File: src/rtl/mult4u_pkg.sv
// mult4u_pkg: shared state encoding and mod-3 residue helpers for the multiplier checker.
//   RES_W  - width of a residue (values 0..2)
//   mod3_4 - residue of a 4-bit value
//   mod3_8 - residue of an 8-bit value
package mult4u_pkg;

    localparam int RES_W = 2;

    typedef enum logic [1:0] {IDLE, SETTLE, OUT} state_e;

    function automatic logic [RES_W-1:0] mod3_4(input logic [3:0] x);
        return RES_W'(x % 4'd3);
    endfunction

    function automatic logic [RES_W-1:0] mod3_8(input logic [7:0] x);
        return RES_W'(x % 8'd3);
    endfunction

endpackage

File: src/rtl/mult4u_mod3_res.sv
// mult4u_mod3_res: combinational mod-3 residue of an 8-bit product.
//   val_i - 8-bit value
//   res_o - residue 0..2
module mult4u_mod3_res
    import mult4u_pkg::*;
(
    input  logic [7:0]       val_i,
    output logic [RES_W-1:0] res_o
);

    assign res_o = mod3_8(val_i);

endmodule

File: config.mk
export PLATFORM = sky130hd
export DESIGN_NAME = mult4u_mod3_res
export DESIGN_NICKNAME = d
export VERILOG_FILES = /design/src/rtl/mult4u_pkg.sv /design/src/rtl/mult4u_mod3_res.sv
export SDC_FILE = /design/constraint.sdc
export NUM_CORES = 1
export LEC_CHECK = 0
export BUFFER_PORTS_ARGS = -buffer_cell sky130_fd_sc_hd__buf_2
export CORE_AREA = 8 8 45 47
export DETAILED_ROUTE_END_ITERATION = 12
export DIE_AREA = 0 0 53 55
export GPL_ROUTABILITY_DRIVEN = 0
export SLEW_MARGIN = 10
export SYNTH_ARGS = -nofsm -noshare
export SYNTH_HDL_FRONTEND = slang
export SYNTH_SLANG_ARGS = --single-unit
File: constraint.sdc
create_clock -name vclk -period 2.85
set_input_delay 0.1425 -clock vclk [all_inputs]
set_output_delay 0.1425 -clock vclk [all_outputs]
set_load 0.05 [all_outputs]
==> impl_metrics.json <==
{
  "status": "completed",
  "layout.area.seq_um2": 0,
  "antenna_found_initial": 0,
  "drv_slew": 0,
  "initial_core_util": 0.305,
  "seq_cells": 0,
  "worst_slew_pin_slew_ps": 399,
  "pin_count": 10,
  "slew_headroom": 0.731,
  "yosys.area.top_type": "xnor2_1",
  "p_total_uw": 177,
  "post-route-drc-count": 0,
  "nets": 92,
  "path_max_fanout": 7,
  "synth_area_per_cell_um2": 7.53,
  "dr_total_vias": 496,
  "routedWlPerCell_um": 10.8,
  "min_period_over_period": 0.945,
  "cp.required_ps": 2710,
  "drt_iter0_drc": 5,
  "crit_arrival_ps": 2550,
  "setup_violations": 0,
  "area_growth_pct": 59.3,
  "drt_wl_total_um": 1040,
  "via_per_inst": 5.17,
  "fp-row-count": 14,
  "crit_buf_inv": 2,
  "core_area_um2": 1380,
  "gr-usage-all-layers": 0.0731,
  "cts_hold_buf": 0,
  "vdd_drop_max_mv": 0.0902,
  "crit_path_top_delay_cell": "mux2_4",
  "fin_ws_ps": 156,
  "yosysTopAreaCellShare": 0.0623,
  "start_kind": "primary input",
  "syn_inst": 56,
  "dieArea_um2": 2920,
  "antenna_left": 0,
  "die_x_um": 53,
  "grt_pass1_vias": 475,
  "die_height_um": 55,
  "p_leak_uw": 0.000309,
  "yosys_warnings": 0,
  "cp_top_family": "compound AO/OA/AOI/OAI gates",
  "path_cells": "buf_2 > and4b_1 > mux2i_1 > a22o_1 > nand3_2 > ha_4 > a21oi_2 > a31o_2 > o21ai_2 > ha_2 > nor2_2 > nand4_1 > o2bb2ai_2 > mux2_4 > buf_8",
  "firstDrtPassIters": 2,
  "path_class": "primary input to output pin",
  "dp_slack_ps": -85.6,
  "period_needed_ps": 2690,
  "hpwl_um": 848,
  "n_clock_buffer": 0,
  "syn_area_um2": 422,
  "grt_start_max_net_pins": 12,
  "end_kind": "output pin",
  "dp.cells": 94,
  "finalNonFillerCells": 96,
  "hold_path_class": "primary input to output pin",
  "antennaDiodeCount": 0,
  "gr-total-overflow": 0,
  "synth_area_leaders": "xnor2_1, a21oi_1, ha_1",
  "maxCapViolCount": 0,
  "max_freq_mhz": 371,
  "layout-drive-gt1-share": 0.525,
  "ys_seq_area_frac": 0,
  "max_stage_delay_ps": 320,
  "final_util": 0.486,
  "synth.distinct_cells": 34,
  "finalHoldViolCount": 0,
  "synth_nets": 66,
  "io_buffers": 10,
  "power.density_nw_per_um2": 264,
  "grt_pass1_wl_um": 1810
}
final timing paths:
kind	start	endpoint	slack [ps]	cells past startpoint
setup / recovery	val_i[6]	res_o[1]	160	15
hold / removal	val_i[0]	res_o[0]	640	3
synthesized netlist by cell type, types with 2 or more instances:
| cell | number |
|---|---|
| a211oi_1 | 2 |
| a21o_1 | 2 |
| a21oi_1 | 5 |
| a22o_1 | 2 |
| buf_6 | 2 |
| ha_1 | 2 |
| inv_1 | 3 |
| nand2_1 | 4 |
| nand4_1 | 2 |
| o21ai_0 | 4 |
| o21ai_1 | 2 |
| or3b_1 | 2 |
| xnor2_1 | 3 |
repair_timing:
| action | CTS | global route |
|---|---|---|
| setup endpoints to repair | 2 | 2 |
| buffers inserted | 1 | 1 |
| endpoints found under the hold margin | 0 | 0 |
| resized for setup | 6 | 14 |
| pin swaps | 4 | 7 |
final cells by class:
class              count  area [um2]
fillers              150         712
inverters              3        11.3
multi-input cells     49         430
well taps             16        20.0
repair buffers        28         210
worst min-delay path, stage by stage:
cell	delay (ps)
buf_2	130
xnor2_2	80
buf_6	150
cells by family (layout without fill, tap and decap cells):
| kind of cell | Yosys count | count (layout) | share of synthesized area |
|---|---|---|---|
| buffers and inverters | 7 | 31 | 0.101 |
| and+or+nand+nor | 18 | 18 | 0.312 |
| AOI/OAI and AO/OA | 23 | 23 | 0.386 |
| muxes | 2 | 2 | 0.0593 |
| xor gates and xnor gates | 4 | 4 | 0.0831 |
| adders and majority gates | 2 | 2 | 0.0593 |
power breakdown:
| group | switching [uW] | total (uW) | internal, uW |
|---|---|---|---|
| registers | 0 | 0 | 0 |
| logic | 88.4 | 177 | 89.0 |
| clock network | 0 | 0 | 0 |
metal layers:
metal	vias to the layer above	share of wire	wire, um	global-route usage
met5	-	0	0	0
met4	0	0	0	0
met3	0	0.032	33	0.00267
met2	9	0.47	483	0.143
met1	224	0.50	518	0.0906
li1	263	-	-	-
through the flow:
stage          hold slack [ps]  instance area (um2)  TNS (ps)
6_report                   636                  672         0
5_1_grt                    655                  672     -13.8
4_1_cts                    663                  614         0
3_5_place_dp               681                  588      -157
3_3_place_gp               681                  588     -95.7
2_1_floorplan              477                  429         0
layout by cell type, fill, tap and decap left out, types with 2 or more instances in the layout:
cell	instances
buf_4	19
buf_2	6
a21oi_1	4
nand2_1	4
o21ai_1	3
inv_1	3
or3b_1	2
xnor2_1	2
a211oi_1	2
a21o_1	2
o21ai_0	2
nand4_1	2
buf_6	2
(Power assumes the default switching activity.)
